$ cat config.mk
export PLATFORM = sky130hd
export DESIGN_NAME = seg7_scan_driver
export DESIGN_NICKNAME = d
export VERILOG_FILES = /design/src/rtl/seg7_scan_driver.sv
export SDC_FILE = /design/constraint.sdc
export NUM_CORES = 1
export LEC_CHECK = 0
export ABC_AREA = 0
export ABC_CLOCK_PERIOD_IN_PS = 3440
export CAP_MARGIN = 20
export CORE_ASPECT_RATIO = 0.9
export CORE_MARGIN = 3
export CORE_UTILIZATION = 33
export DETAILED_ROUTE_END_ITERATION = 10
export DONT_BUFFER_PORTS = 1
export PLACE_DENSITY_LB_ADDON = 0.1
export SLEW_MARGIN = 20
export SYNTH_ARGS = -nofsm -noshare
export SYNTH_HDL_FRONTEND = slang
export SYNTH_SLANG_ARGS = --single-unit
$ cat constraint.sdc
create_clock -name clk -period 3.44 [get_ports clk]
set_input_delay 1.032 -clock clk [delete_from_list [all_inputs] [get_ports clk]]
set_output_delay 1.032 -clock clk [all_outputs]
set_load 0.02 [all_outputs]
$ cat src/rtl/seg7_scan_driver.sv
// seg7_scan_driver: time-multiplexed N-digit seven-segment driver with hex decode,
// frame-aligned double buffering, leading-zero suppression and per-digit decimal points.
// Optional build macro SEG7_DIM_EN adds a 4-bit brightness input that PWM-gates the anodes.
module seg7_scan_driver #(
  parameter int DIGITS      = 4,
  parameter int REFRESH_DIV = 100000,
  parameter bit ACTIVE_LOW  = 1'b1
) (
  input  logic                  clk,
  input  logic                  reset,
  input  logic [4*DIGITS-1:0]   value,
  input  logic [DIGITS-1:0]     dp_in,
  input  logic                  load,
  input  logic                  lz_blank,
`ifdef SEG7_DIM_EN
  input  logic [3:0]            brightness,
`endif
  output logic [DIGITS-1:0]     an,
  output logic [6:0]            seg,
  output logic                  dp,
  output logic                  frame_tick
);

  localparam int IDXW = (DIGITS > 1) ? $clog2(DIGITS) : 1;
  localparam int PW   = $clog2(REFRESH_DIV);
  localparam logic [PW-1:0]   PRESC_LAST = PW'(REFRESH_DIV - 1);
  localparam logic [IDXW-1:0] IDX_LAST   = IDXW'(DIGITS - 1);

  logic [PW-1:0]         r_presc;
  logic [IDXW-1:0]       r_idx;
  logic                  r_tick;
  logic                  r_adv;       // high the cycle after the index moved (or after reset)
  logic [4*DIGITS-1:0]   r_shadow_val;
  logic [DIGITS-1:0]     r_shadow_dp;
  logic [4*DIGITS-1:0]   r_disp_val;
  logic [DIGITS-1:0]     r_disp_dp;
  logic [DIGITS-1:0]     r_an_act;
  logic [6:0]            r_seg_act;
  logic                  r_dp_act;

  logic                  w_term;
  logic                  w_last;
  logic [3:0]            w_nib [DIGITS];
  logic [DIGITS-1:0]     w_lead;      // digit and everything left of it are zero
  logic [DIGITS-1:0]     w_onehot;
  logic                  w_blank;
  logic                  w_an_gate;

  // Active-high segment pattern {g,f,e,d,c,b,a} for one hex nibble.
  function automatic logic [6:0] hex_decode(input logic [3:0] nib);
    logic [6:0] pat;
    case (nib)
      4'h0: pat = 7'b0111111;
      4'h1: pat = 7'b0000110;
      4'h2: pat = 7'b1011011;
      4'h3: pat = 7'b1001111;
      4'h4: pat = 7'b1100110;
      4'h5: pat = 7'b1101101;
      4'h6: pat = 7'b1111101;
      4'h7: pat = 7'b0000111;
      4'h8: pat = 7'b1111111;
      4'h9: pat = 7'b1101111;
      4'hA: pat = 7'b1110111;
      4'hB: pat = 7'b1111100;
      4'hC: pat = 7'b0111001;
      4'hD: pat = 7'b1011110;
      4'hE: pat = 7'b1111001;
      default: pat = 7'b1110001;
    endcase
    return pat;
  endfunction

  assign w_term = (r_presc == PRESC_LAST);
  assign w_last = (r_idx == IDX_LAST);

  genvar gi;
  generate
    for (gi = 0; gi < DIGITS; gi++) begin : g_digit
      assign w_nib[gi]  = r_disp_val[4*gi +: 4];
      assign w_lead[gi] = ~|r_disp_val[4*DIGITS-1 : 4*gi];
    end
  endgenerate

  // One-hot digit select for the current scan index.
  always_comb begin
    w_onehot        = '0;
    w_onehot[r_idx] = 1'b1;
  end

  // Digit 0 is never blanked so an all-zero value still shows a single "0".
  assign w_blank = lz_blank & w_lead[r_idx] & (r_idx != '0);

`ifdef SEG7_DIM_EN
  logic [3:0] r_pwm;

  // Free-running PWM phase counter for anode dimming.
  always_ff @(posedge clk or posedge reset) begin
    if (reset) r_pwm <= 4'd0;
    else       r_pwm <= r_pwm + 4'd1;
  end

  assign w_an_gate = (brightness == 4'hF) || (r_pwm < brightness);
`else
  assign w_an_gate = 1'b1;
`endif

  // Prescaler, scan index, frame pulse and frame-aligned display buffer update.
  always_ff @(posedge clk or posedge reset) begin
    if (reset) begin
      r_presc    <= '0;
      r_idx      <= '0;
      r_tick     <= 1'b0;
      r_adv      <= 1'b1;
      r_disp_val <= '0;
      r_disp_dp  <= '0;
    end else begin
      r_tick <= 1'b0;
      r_adv  <= 1'b0;
      if (w_term) begin
        r_presc <= '0;
        r_adv   <= 1'b1;
        if (w_last) begin
          r_idx      <= '0;
          r_tick     <= 1'b1;
          r_disp_val <= r_shadow_val;
          r_disp_dp  <= r_shadow_dp;
        end else begin
          r_idx <= r_idx + 1'b1;
        end
      end else begin
        r_presc <= r_presc + 1'b1;
      end
    end
  end

  // Shadow buffer captures new data on a load strobe; display copies it at the wrap.
  always_ff @(posedge clk or posedge reset) begin
    if (reset) begin
      r_shadow_val <= '0;
      r_shadow_dp  <= '0;
    end else if (load) begin
      r_shadow_val <= value;
      r_shadow_dp  <= dp_in;
    end
  end

  // Registered pin drivers; segment data (and lz_blank) is latched once per digit slot.
  always_ff @(posedge clk or posedge reset) begin
    if (reset) begin
      r_an_act  <= '0;
      r_seg_act <= '0;
      r_dp_act  <= 1'b0;
    end else begin
      r_an_act <= w_an_gate ? w_onehot : '0;
      if (r_adv) begin
        r_seg_act <= w_blank ? 7'd0 : hex_decode(w_nib[r_idx]);
        r_dp_act  <= r_disp_dp[r_idx];
      end
    end
  end

  assign an         = r_an_act ^ {DIGITS{ACTIVE_LOW}};
  assign seg        = r_seg_act ^ {7{ACTIVE_LOW}};
  assign dp         = r_dp_act ^ ACTIVE_LOW;
  assign frame_tick = r_tick;

endmodule

==> impl_metrics.xml, run 1 <==
<?xml version="1.0" encoding="UTF-8"?>
<metrics>
  <group name="detailed_routing">
    <metric name="met2_wire_len" unit="um">2660</metric>
    <metric name="met1_length" unit="um">3420</metric>
    <metric name="avgViaCountPerCell" unit="">4.91</metric>
    <metric name="drtIter0Drc" unit="">71</metric>
    <metric name="top_layer_reached_by_signal_wires" unit="">met4</metric>
    <metric name="drtAntennaViolNets" unit="">0</metric>
    <metric name="met3_wire_length" unit="um">351</metric>
    <metric name="vias" unit="">2023</metric>
    <metric name="first_pass_iters" unit="">5</metric>
    <metric name="route.detailed.drc" unit="">0</metric>
    <metric name="routedWlPerCell" unit="um">15.8</metric>
    <metric name="wirelength" unit="um">6510</metric>
  </group>
  <group name="flow_run">
    <metric name="maxCapViolCount" unit="">0</metric>
  </group>
  <group name="timing">
    <metric name="tightestPinTransition" unit="ps">858</metric>
    <metric name="report.final.setup_viol" unit="">0</metric>
    <metric name="grt_setup_unrepaired" unit="">false</metric>
    <metric name="max_slew_margin" unit="%">42.7</metric>
    <metric name="finalSetupTns" unit="ps">0</metric>
    <metric name="clock.fmax" unit="GHz">0.362</metric>
    <metric name="fin_skew" unit="ps">4.31</metric>
    <metric name="final_worst_slack" unit="ps">677</metric>
    <metric name="fin_worst_hold_slack" unit="ps">484</metric>
    <metric name="timing_hold_violations_final" unit="">0</metric>
    <metric name="period_share" unit="%">80.3</metric>
    <metric name="fin_crit" unit="ps">2760</metric>
    <metric name="slew_violations" unit="">0</metric>
  </group>
  <group name="logic_synthesis">
    <metric name="async_flop_share" unit="%">100</metric>
    <metric name="syn-num-nets" unit="">309</metric>
    <metric name="post_synth_main_area_contributors" unit="">dfrtp_1 (53%), mux2_4 (8.8%), mux2_2 (7.2%)</metric>
    <metric name="yosys.area.top_type_share" unit="%">52.6</metric>
    <metric name="synth.yosys.seq_area_share" unit="%">53.4</metric>
    <metric name="ys_ff_latch" unit="">73</metric>
    <metric name="netlist.top_cell.by_area" unit="">dfrtp_1</metric>
    <metric name="syn_area" unit="um2">3420</metric>
    <metric name="synth_top_flop_cell" unit="">dfrtp_1</metric>
    <metric name="synthesis.instances" unit="">274</metric>
    <metric name="avgSynthCellArea" unit="um2">12.5</metric>
    <metric name="synth.distinct_cells" unit="">37</metric>
    <metric name="number_of_enable_type_register_cells_in_the_synthesized_netlist" unit="">0</metric>
    <metric name="ys_warn_count" unit="">0</metric>
  </group>
  <group name="power">
    <metric name="peakVddDrop" unit="mV">0.353</metric>
    <metric name="power.switching_fraction" unit="%">19.5</metric>
    <metric name="share_comb_of_total_power" unit="%">2.3</metric>
    <metric name="sequentialPowerShare" unit="%">46.3</metric>
    <metric name="intPower" unit="uW">1560</metric>
    <metric name="relative_contribution_of_the_clock_network_to_total_power" unit="%">51.4</metric>
    <metric name="total_leakage_power" unit="uW">0.00178</metric>
    <metric name="power.net_switching" unit="uW">378</metric>
    <metric name="power-per-cell-area" unit="nW/um2">498</metric>
  </group>
  <group name="die">
    <metric name="die_y" unit="um">103</metric>
    <metric name="chipWidth" unit="um">113</metric>
    <metric name="design.portCount" unit="">37</metric>
    <metric name="die_area" unit="um2">11600</metric>
    <metric name="rows" unit="">34</metric>
    <metric name="standard_cell_core_area" unit="um2">9870</metric>
    <metric name="initial_utilization" unit="%">34.7</metric>
  </group>
  <group name="clocking">
    <metric name="cts_setup_buffers" unit="">0</metric>
    <metric name="postCtsHoldBufs" unit="">0</metric>
    <metric name="cts.root.buffer_cell" unit="">clkbuf_16</metric>
    <metric name="cts-root-to-sink-buffers" unit="">2</metric>
    <metric name="cts_buffers" unit="">9</metric>
    <metric name="clock_insertion_delay_worst_skew" unit="ps">330</metric>
    <metric name="ctsResizeCount" unit="">0</metric>
    <metric name="cts_sinks" unit="">73</metric>
    <metric name="cts_tree" unit="">yes</metric>
    <metric name="cts.clk_slew.worst_paths" unit="ps">60</metric>
    <metric name="cts.htree.levels" unit="">3</metric>
  </group>
  <group name="finish">
    <metric name="commonest_cells_after_routing_fill_and_taps_aside" unit="">dfrtp_1 (72), mux2_2 (22), mux2_4 (20)</metric>
    <metric name="ant_cells" unit="">0</metric>
    <metric name="final_nets" unit="">316</metric>
    <metric name="fillCellCount" unit="">980</metric>
    <metric name="drive_above_1_share" unit="%">24.5</metric>
    <metric name="mostFrequentLayoutCell" unit="">dfrtp_1</metric>
    <metric name="synth_to_final_area_change" unit="%">13.5</metric>
  </group>
  <group name="placement">
    <metric name="portBuffers" unit="">0</metric>
    <metric name="gp_routability_congestion" unit="">0.832</metric>
    <metric name="detailedPlacementHpwl" unit="um">4710</metric>
    <metric name="preCtsSetupSlack" unit="ps">644</metric>
  </group>
  <group name="worst_setup_path">
    <metric name="cp-start-kind" unit="">register</metric>
    <metric name="critPathKind" unit="">reg -&gt; reg</metric>
    <metric name="critical_path_arrival" unit="ps">2980</metric>
    <metric name="critPathRequiredTime" unit="ps">3650</metric>
    <metric name="cp_max_fanout" unit="">20</metric>
    <metric name="end_kind" unit="">register</metric>
  </group>
  <group name="global_route">
    <metric name="grt_first_pass_wirelength" unit="um">11000</metric>
    <metric name="vias_in_the_first_global_route" unit="">2052</metric>
    <metric name="global_route.usage.total" unit="%">12.4</metric>
    <metric name="grt_antenna_before_repair" unit="">0</metric>
    <metric name="grt-ovfl-total" unit="">0</metric>
    <metric name="grt_max_degree" unit="">42</metric>
  </group>
  <group name="worst_hold_path">
    <metric name="hp-class" unit="">reg -&gt; reg</metric>
  </group>
  <group name="status">
    <metric name="status" unit="">complete, no violations</metric>
  </group>
</metrics>
-- per-stage QoR --
stage | total power (uW) | instances | area, um2 | util, %
CTS | 1980 | 412 | 3890 | 39.4
finish | 1940 | 412 | 3890 | 39.4
floorplan | 948 | 274 | 3420 | -
global route | 2020 | 412 | 3890 | 39.4
detailed placement | 960 | 396 | 3560 | 36.1
global placement | 959 | 396 | 3560 | 36.1
-- path summary, 6_finish.rpt --
check | startpoint | endpoint | slack (ps) | cells after the start
setup / recovery | r_presc[5] | r_disp_dp[0] | 680 | 5
hold / removal | r_presc[0] | r_presc[0] | 480 | 1
setup reg to reg | r_presc[5] | r_disp_dp[0] | 680 | 5
hold reg to reg | r_presc[0] | r_presc[0] | 480 | 1
max in group asynchronous | reset | r_adv | 1880 | 2
min in group asynchronous | reset | r_shadow_val[8] | 760 | 1
-- cell type report --
class	instances	area [um2]	share of cell area (%)
Sequential cell	73	1830	47.0
Multi-Input combinational cell	173	1470	37.9
Clock buffer	11	243	6.25
Tap cell	126	158	4.06
Clock inverter	5	78.8	2.03
Inverter	20	75.1	1.93
Timing Repair Buffer	4	30.0	0.773
-- layer usage --
layer  vias up  track usage, %
met5         -               0
li1        975               -
met1      1002            17.7
met4         0            5.27
met3         6            4.64
met2        40            16.9
-- sequential cells by signal, indices dropped and copies added, names as in the netlist --
register / cells
r_presc: 17
r_disp_val: 16
r_shadow_val: 16
r_seg_act: 7
r_an_act: 4
r_disp_dp: 4
r_shadow_dp: 4
r_idx: 2
frame_tick: 1
r_adv: 1
r_dp_act: 1
-- cell families after synthesis --
| logic type | after synthesis | synth area share, % |
|---|---|---|
| muxes | 50 | 19.8 |
| xor gates and xnor gates | 16 | 4.09 |
| adders and majority gates | 11 | 4.02 |
| and+or+nand+nor | 71 | 10.6 |
| AOI/OAI and AO/OA | 25 | 4.53 |
| DFF | 73 | 53.4 |
| buffers and inverters | 28 | 3.55 |
-- Yosys cell counts, types with 2 or more instances --
| library cell | count |
|---|---|
| dfrtp_1 | 72 |
| mux2_2 | 22 |
| inv_1 | 20 |
| mux2_4 | 20 |
| nor2_1 | 18 |
| nand2_1 | 16 |
| ha_1 | 11 |
| xor2_1 | 9 |
| a21oi_1 | 8 |
| nor3_1 | 8 |
| nor4_1 | 7 |
| xnor2_1 | 7 |
| nand3_1 | 6 |
| o21ai_0 | 6 |
| clkbuf_1 | 5 |
| mux2i_1 | 4 |
| mux4_2 | 4 |
| nand4_1 | 4 |
| o22ai_1 | 4 |
| o32ai_1 | 4 |
| buf_6 | 2 |
| or3_1 | 2 |
-- critical path: stages, from the launching register on --
cell     delay (ps)
dfrtp_1         440
or4_1           530
or3_4           350
nor3_4          380
nand2_2         490
mux2_4          450
-- power groups by stage --
stage | Combinational, uW | Clock [uW] | Sequential (uW)
floorplan | 41.4 | 0 | 906
global placement | 46.4 | 0 | 912
detailed placement | 47.2 | 0 | 913
CTS | 47.2 | 1040 | 897
global route | 51.4 | 1060 | 900
finish | 44.9 | 996 | 896
No activity file was read; power rests on OpenSTA's default activity.
==> run 2: changes to the inputs <==
- ABC_CLOCK_PERIOD_IN_PS: 3440 -> 2500
- clock period: 3.44 -> 2.5 ns (I/O delays scaled with it)
==> impl_metrics.xml, run 2 (synthesis gave the netlist of run 1 again) <==
<?xml version="1.0" encoding="UTF-8"?>
<metrics>
  <group name="status">
    <metric name="status" unit="">complete, no violations</metric>
  </group>
  <group name="global_route">
    <metric name="grt-ovfl-total" unit="">0</metric>
    <metric name="grt_antenna_before_repair" unit="">0</metric>
    <metric name="vias_in_the_first_global_route" unit="">2067</metric>
    <metric name="global_route.usage.total" unit="%">12.8</metric>
    <metric name="grt_first_pass_wirelength" unit="um">11300</metric>
    <metric name="grt_max_degree" unit="">31</metric>
  </group>
  <group name="detailed_routing">
    <metric name="avgViaCountPerCell" unit="">4.94</metric>
    <metric name="drtIter0Drc" unit="">78</metric>
    <metric name="drtAntennaViolNets" unit="">0</metric>
    <metric name="route.detailed.drc" unit="">0</metric>
    <metric name="wirelength" unit="um">6780</metric>
    <metric name="vias" unit="">2057</metric>
    <metric name="routedWlPerCell" unit="um">16.3</metric>
    <metric name="first_pass_iters" unit="">4</metric>
  </group>
  <group name="placement">
    <metric name="preCtsSetupSlack" unit="ps">288</metric>
    <metric name="gp_routability_congestion" unit="">0.802</metric>
    <metric name="portBuffers" unit="">0</metric>
    <metric name="detailedPlacementHpwl" unit="um">4700</metric>
    <metric name="placed_cells" unit="">400</metric>
    <metric name="place_area" unit="um2">3620</metric>
  </group>
  <group name="power">
    <metric name="sequentialPowerShare" unit="%">45.5</metric>
    <metric name="power.net_switching" unit="uW">535</metric>
    <metric name="intPower" unit="uW">2170</metric>
    <metric name="relative_contribution_of_the_clock_network_to_total_power" unit="%">52.1</metric>
    <metric name="share_comb_of_total_power" unit="%">2.4</metric>
    <metric name="power-per-cell-area" unit="nW/um2">685</metric>
    <metric name="total_leakage_power" unit="uW">0.00181</metric>
    <metric name="power.switching_fraction" unit="%">19.8</metric>
    <metric name="peakVddDrop" unit="mV">0.476</metric>
  </group>
  <group name="finish">
    <metric name="largest_reg_flops" unit="">17</metric>
    <metric name="cell_area_after_layout" unit="um2">3950</metric>
    <metric name="mostFrequentLayoutCell" unit="">dfrtp_1</metric>
    <metric name="ant_cells" unit="">0</metric>
    <metric name="drive_above_1_share" unit="%">25.9</metric>
    <metric name="largest-register" unit="">r_presc</metric>
    <metric name="synth_to_final_area_change" unit="%">15.5</metric>
    <metric name="fillCellCount" unit="">955</metric>
    <metric name="reg.largest.list" unit="">r_presc: 17 flops, r_disp_val: 16 flops, r_shadow_val: 16 flops</metric>
    <metric name="fin_cells" unit="">416</metric>
    <metric name="commonest_cells_after_routing_fill_and_taps_aside" unit="">dfrtp_1 (72), mux2_2 (22), mux2_4 (20)</metric>
    <metric name="final_nets" unit="">320</metric>
  </group>
  <group name="worst_setup_path">
    <metric name="critPathKind" unit="">reg -&gt; reg</metric>
    <metric name="timing.critical_path.slowest_cell_delay" unit="ps">540</metric>
    <metric name="crit_path_cell_trace" unit="">or4_1, or3_4, nor3_4, nand2_2, buf_12, mux2_4</metric>
    <metric name="critPathRequiredTime" unit="ps">2720</metric>
    <metric name="timing.reg2reg.setup_slack" unit="ps">280</metric>
    <metric name="cp_max_fanout" unit="">20</metric>
    <metric name="cp-start-kind" unit="">register</metric>
    <metric name="cpMaxStageDelayCell" unit="">or4_1</metric>
    <metric name="end_kind" unit="">register</metric>
    <metric name="critical_path_arrival" unit="ps">2440</metric>
  </group>
  <group name="timing">
    <metric name="final_worst_slack" unit="ps">280</metric>
    <metric name="max_slew_margin" unit="%">55.5</metric>
    <metric name="finalSetupTns" unit="ps">0</metric>
    <metric name="fin_crit" unit="ps">2220</metric>
    <metric name="tightestPinTransition" unit="ps">666</metric>
    <metric name="timing_hold_violations_final" unit="">0</metric>
    <metric name="fin_worst_hold_slack" unit="ps">374</metric>
    <metric name="grt_setup_unrepaired" unit="">false</metric>
    <metric name="report.final.setup_viol" unit="">0</metric>
    <metric name="clock.fmax" unit="GHz">0.450</metric>
    <metric name="slew_violations" unit="">0</metric>
    <metric name="period_share" unit="%">88.8</metric>
    <metric name="fin_skew" unit="ps">5.27</metric>
  </group>
  <group name="clocking">
    <metric name="cts.htree.levels" unit="">3</metric>
    <metric name="cts.clk_slew.worst_paths" unit="ps">60</metric>
    <metric name="cts_setup_buffers" unit="">0</metric>
    <metric name="cts_buffers" unit="">9</metric>
    <metric name="cts.root.buffer_cell" unit="">clkbuf_16</metric>
    <metric name="cts_tree" unit="">yes</metric>
    <metric name="cts-root-to-sink-buffers" unit="">2</metric>
    <metric name="clock_insertion_delay_worst_skew" unit="ps">330</metric>
    <metric name="ctsResizeCount" unit="">0</metric>
    <metric name="postCtsHoldBufs" unit="">0</metric>
    <metric name="cts_sinks" unit="">73</metric>
  </group>
  <group name="worst_hold_path">
    <metric name="hp-class" unit="">in -&gt; async</metric>
  </group>
  <group name="flow_run">
    <metric name="maxCapViolCount" unit="">0</metric>
  </group>
  <group name="die">
    <metric name="chipWidth" unit="um">113</metric>
    <metric name="die_area" unit="um2">11600</metric>
    <metric name="design.portCount" unit="">37</metric>
    <metric name="die_y" unit="um">103</metric>
    <metric name="initial_utilization" unit="%">34.7</metric>
    <metric name="rows" unit="">34</metric>
    <metric name="standard_cell_core_area" unit="um2">9870</metric>
  </group>
</metrics>
run 2: critical path, delay by kind of cell, from the launching register on:
kind	cells	cell delay, ps
buffers and inverters	1	180
multiplexers	1	300
AND/OR/NAND/NOR	4	1170
flip-flops	1	440
run 2: area by class of cell:
class	count	area (um2)	area share, %
multi-input cells	173	1470	37.3
well taps	126	158	3.99
flip-flops and latches	73	1830	46.2
clock inverters	5	77.6	1.96
inverters	20	78.8	1.99
repair buffers	8	85.1	2.15
clock buffers	11	253	6.39
run 2: worst paths after layout:
kind,from,end,cells after the start
hold reg to reg,r_presc[0],r_presc[0],1
max in group asynchronous,reset,r_disp_dp[0],2
min in group clk,r_presc[0],r_presc[0],1
setup reg to reg,r_presc[5],r_disp_val[14],6
hold / removal,reset,r_presc[14],1
setup / recovery,r_presc[5],r_disp_val[14],6
run 2: power groups by stage:
stage / sequential, uW / combinational (uW) / clock (uW)
final: 1230 / 65.5 / 1410
after global routing: 1240 / 75.2 / 1510
after CTS: 1230 / 68.9 / 1460
after detailed placement: 1260 / 68.6 / 0
after global placement: 1250 / 67.4 / 0
after floorplan: 1250 / 57.3 / 0
run 2: per-stage QoR:
stage / total power, uW / utilization, %
floorplan: 1300 / -
finish: 2710 / 40.1
detailed placement: 1320 / 36.7
CTS: 2760 / 40.1
global route: 2820 / 40.1
global placement: 1320 / 36.7
run 2: per-layer routing:
| layer | track usage [%] | wire length (um) | vias up |
|---|---|---|---|
| met5 | 0 | 0 | - |
| met4 | 6.38 | 129 | 0 |
| met3 | 4.93 | 413 | 10 |
| met2 | 16.8 | 2680 | 56 |
| met1 | 18.3 | 3560 | 1002 |
| li1 | - | - | 989 |
==> RTL edit 1 (flow settings as in run 1) <==
Build with the macro `SEG7_DIM_EN` defined.
--- a/src/rtl/seg7_scan_driver.sv
+++ b/src/rtl/seg7_scan_driver.sv
@@ -2,4 +2,6 @@
 // frame-aligned double buffering, leading-zero suppression and per-digit decimal points.
 // Optional build macro SEG7_DIM_EN adds a 4-bit brightness input that PWM-gates the anodes.
+`define SEG7_DIM_EN
+
 module seg7_scan_driver #(
   parameter int DIGITS      = 4,
Interface: changed (added brightness); port bits go from 37 to 41. The function was not compared with the original's and may differ.
==> RTL edit 1 against run 1 <==
Power down 4.8%. Via count up 10%. Worst setup slack better by 0.12 ns. Sequential power up 5.2%. Combinational power up 14%. Clock power down 15%. Sequential share of layout area down 0.45 points. Sequential cell count up 4. Final area up 6.5%. Area after synthesis up 7.7%. Routed wire length up 9.8%. Count of clock-buffer cells in the layout down 1. Non-clock buffer count down 1. Largest cell class unchanged.
==> RTL edit 1: results (changes against run 1) <==
INFO  metric detailedRoute.firstIterationViolations = 153 (+120%)
INFO  metric wire_per_inst = 15.43 µm (-2.3%)
INFO  metric placed_area = 3870 µm² (+8.6%)
INFO  metric post_route_cells_drive_above_1_share = 0.2254 (-0.01936)
INFO  metric met2WireLength = 2.841 mm (+7.0%)
INFO  metric rr_worst_depth = 7 (+2)
INFO  metric via_per_inst = 4.806 (-2.1%)
INFO  metric gpl.final_weighted_congestion = 0.7804 (-6.1%)
INFO  metric synth_nets = 347 (+12%)
INFO  metric met1Wirelength = 3.722 mm (+8.9%)
INFO  metric synthDistinctLibCells = 40 (+8.1%)
INFO  metric antenna_found_initial = 1 (+1)
INFO  metric postSynthAreaPerCell = 12.13 µm² (-2.9%)
INFO  metric timing.hold.ws = 0.4741 ns (-0.01015 ns)
INFO  metric path_delay_family = compound AO/OA/AOI/OAI gates
INFO  metric static-leakage-power = 1.919 nW (+7.7%)
INFO  metric clock-skew-final = 0.003991 ns (-0.0003137 ns)
INFO  metric met3_length = 429 µm (+22%)
INFO  metric drt_pass1_iterations = 4 (-1)
INFO  metric whs_endpoint = r_pwm[0]
INFO  metric via_count_of_the_first_global_routing_pass = 2306 (+12%)
INFO  metric status = finished, final reports clean
INFO  metric delay_contributed_by_the_slowest_stage_of_the_critical_path = 0.83 ns (+0.30 ns)
INFO  metric grt_max_degree = 44 (+4.8%)
INFO  metric critPathMaxFanout = 14 (-30%)
INFO  metric holdCritStartpoint = r_pwm[0]
INFO  metric areaGrowthSynthToFinish = 12.21%
INFO  metric globalRouteTotalUtil = 0.1255 (+0.001137)
INFO  metric crit-reg2reg-capture = r_seg_act[0]
INFO  metric synth_common_cells = 76 x dfrtp_1, 29 x mux2_2, 27 x inv_1
INFO  metric biggest_area_contributors_in_the_synthesized_netlist = dfrtp_1 52%, mux2_2 8.9%, ha_1 5.1%
==> RTL edit 1: how the worst max path moves through the flow <==
stage	slack (ns)	cells past startpoint	endpoint
global route	0.51	7	r_seg_act[0]
CTS	0.75	7	r_seg_act[0]
floorplan	0.44	1	frame_tick
global placement	0.88	7	r_seg_act[0]
detailed placement	0.80	7	r_seg_act[0]
finish	0.80	7	r_seg_act[0]
==> RTL edit 1: layout make-up <==
cell class / instances / area share
clock inverters: 6 / 0.009674
flip-flops and latches: 77 / 0.4658
multi-input cells: 192 / 0.3912
inverters: 27 / 0.02479
repair buffers: 3 / 0.008464
clock buffers: 10 / 0.05532
well taps: 148 / 0.04474
==> RTL edit 1: per-layer routing <==
metal | vias up | track usage
li1 | 1072 | -
met1 | 1075 | 0.1830
met2 | 60 | 0.1654
met3 | 16 | 0.04840
met4 | 2 | 0.04858
met5 | - | 0
==> RTL edit 1: power by group <==
| group | internal (W) | switching, W | leakage (nW) |
|---|---|---|---|
| Sequential | 0.000930 | 0.0000133 | 0.967 |
| Clock | 0.000486 | 0.000363 | 0.132 |
| Combinational | 0.0000261 | 0.0000250 | 0.820 |
| Total | 0.00144 | 0.000401 | 1.92 |
==> RTL edit 1: kinds of logic after synthesis <==
| kind of cell | count (synthesis) | share of synthesized area |
|---|---|---|
| AO/OA/AOI/OAI | 35 | 0.06411 |
| multiplexers | 48 | 0.1706 |
| AND/OR/NAND/NOR | 74 | 0.1058 |
| adder cells (fa/ha/maj) | 15 | 0.05088 |
| buffers and inverters | 35 | 0.03833 |
| flip-flops | 77 | 0.5227 |
| XOR/XNOR | 20 | 0.04749 |
==> RTL edit 2 (config.mk and constraints of run 1) <==
Without the edit above. Register the inputs `value`, `dp_in`, `load` and `lz_blank` before use. The logic sees them one clock later. Comments in the files are not updated.
--- a/src/rtl/seg7_scan_driver.sv
+++ b/src/rtl/seg7_scan_driver.sv
@@ -26,4 +26,16 @@
   localparam logic [PW-1:0]   PRESC_LAST = PW'(REFRESH_DIV - 1);
   localparam logic [IDXW-1:0] IDX_LAST   = IDXW'(DIGITS - 1);
+
+  logic [4*DIGITS-1:0] value_q;
+  logic [DIGITS-1:0] dp_q;
+  logic load_q;
+  logic lz_blank_q;
+
+  always_ff @(posedge clk) begin
+    value_q    <= value;
+    dp_q       <= dp_in;
+    load_q     <= load;
+    lz_blank_q <= lz_blank;
+  end
 
   logic [PW-1:0]         r_presc;
@@ -89,5 +101,5 @@
 
   // Digit 0 is never blanked so an all-zero value still shows a single "0".
-  assign w_blank = lz_blank & w_lead[r_idx] & (r_idx != '0);
+  assign w_blank = lz_blank_q & w_lead[r_idx] & (r_idx != '0);
 
 `ifdef SEG7_DIM_EN
@@ -139,7 +151,7 @@
       r_shadow_val <= '0;
       r_shadow_dp  <= '0;
-    end else if (load) begin
-      r_shadow_val <= value;
-      r_shadow_dp  <= dp_in;
+    end else if (load_q) begin
+      r_shadow_val <= value_q;
+      r_shadow_dp  <= dp_q;
     end
   end
Formal check against the unedited RTL: no difference found for any inputs over 10 cycles, from zero or initial values and one cycle with reset high; that may be too few to reach the edited logic, so the function may still have changed.
==> RTL edit 2 against run 1 <==
Count of clock-buffer cells in the layout is 1 lower. Routed wire length up 5.8%. Sequential share of layout area increased by 5.3 points. Critical path depth rose by 1. Highest routed layer unchanged. Clock skew rose by 0.0015 ns. Power is 15% higher. Cell count rose by 11%. Area after synthesis grew 13%. Final area grew 12%. Utilization fell by 0.39 points. Sequential cell count up 22. Worst setup slack improved by 0.47 ns. Combinational power fell by 3%. Synthesized cell count is 7.3% higher.
==> RTL edit 2: results (changes against run 1) <==
INFO  metric synth_nets = 329 (+6.5%)
INFO  metric rr_worst_depth = 6 (+1)
INFO  metric crit-reg2reg-capture = r_seg_act[0]
INFO  metric nonClkBufAreaFrac = 0.008653 (+0.0009260)
INFO  metric delay_contributed_by_the_slowest_stage_of_the_critical_path = 0.65 ns (+0.12 ns)
INFO  metric status = finished, final reports clean
INFO  metric multiInputGateArea = 1460 µm² (-0.93%)
INFO  metric relSlewSlack = 0.3829 (-0.04392)
INFO  metric holdCritStartpoint = value_q[14]
INFO  metric dp.final_hpwl = 4.619 mm (-1.8%)
INFO  metric postSynthAreaPerCell = 13.14 µm² (+5.2%)
INFO  metric synth-seq-area-share = 0.5871 (+0.05312)
INFO  metric final.clkbuf_count = 10 (-1)
INFO  metric clkCellAreaFrac = 0.06980 (-0.01294)
INFO  metric vdd_ir_drop_max = 0.3548 mV (+0.51%)
INFO  metric wire_per_inst = 15.08 µm (-4.6%)
INFO  metric share_of_cell_area_taken_by_multi_input_logic_gates = 0.3366 (-0.04266)
INFO  metric share_of_flip_flops_with_an_asynchronous_set_or_reset = 0.7684 (-0.2316)
INFO  metric layout.nets = 335 (+6.0%)
INFO  metric critPathSlowestCell = mux4_2
INFO  metric r2r_start = r_idx[0]
INFO  metric cp.arrival = 2.51 ns (-0.47 ns)
INFO  metric nonClockBufferCount = 5 (+1)
INFO  metric core_area = 11130 µm² (+13%)
INFO  metric biggest_area_contributors_in_the_synthesized_netlist = dfrtp_1 47%, dfxtp_1 11%, mux2_4 7.8%
INFO  metric grt_max_degree = 74 (+76%)
INFO  metric count_of_flip_flops_and_latches = 95 (+30%)
INFO  metric final-seq-area = 2268 µm² (+24%)
INFO  metric clock-skew-final = 0.005783 ns (+0.001478 ns)
INFO  metric pre_cts_slack = 1.137 ns (+0.4922 ns)
-- RTL edit 2: cell count changes after synthesis, sizes merged, moves of 2 or more --
cell,run 1,this run
dfxtp,0,22
nand4,4,1
nand3,6,11
nor4b,0,2
xnor2,7,9
nor3,9,6
nand2,17,13
buf,3,5
and3,1,4
or3,3,1
nor2,18,16
-- RTL edit 2: routing by layer --
metal / routed length [µm] / GRT usage
met3: 281 / 0.03942
met5: 0 / 0
met4: 101 / 0.04170
met2: 2844 / 0.1512
met1: 3663 / 0.1715
-- RTL edit 2: kinds of logic (layout without fill, tap and decap cells) --
family | Yosys count | after routing | share of synthesized area
buffers and inverters | 31 | 42 | 0.03497
AO/OA/AOI/OAI | 24 | 24 | 0.03886
flip-flops | 95 | 95 | 0.5871
XOR/XNOR | 17 | 17 | 0.03854
multiplexers | 49 | 49 | 0.1726
AND/OR/NAND/NOR | 67 | 67 | 0.09230
adder cells (fa/ha/maj) | 11 | 11 | 0.03562
-- RTL edit 2: power by group through the flow --
| stage | combinational (W) | sequential, W | clock [W] |
|---|---|---|---|
| 3_5_place_dp | 0.0000460 | 0.00119 | 0 |
| 6_report | 0.0000436 | 0.00117 | 0.00101 |
| 2_1_floorplan | 0.0000413 | 0.00118 | 0 |
| 5_1_grt | 0.0000499 | 0.00118 | 0.00110 |
| 4_1_cts | 0.0000460 | 0.00117 | 0.00105 |
| 3_3_place_gp | 0.0000452 | 0.00119 | 0 |
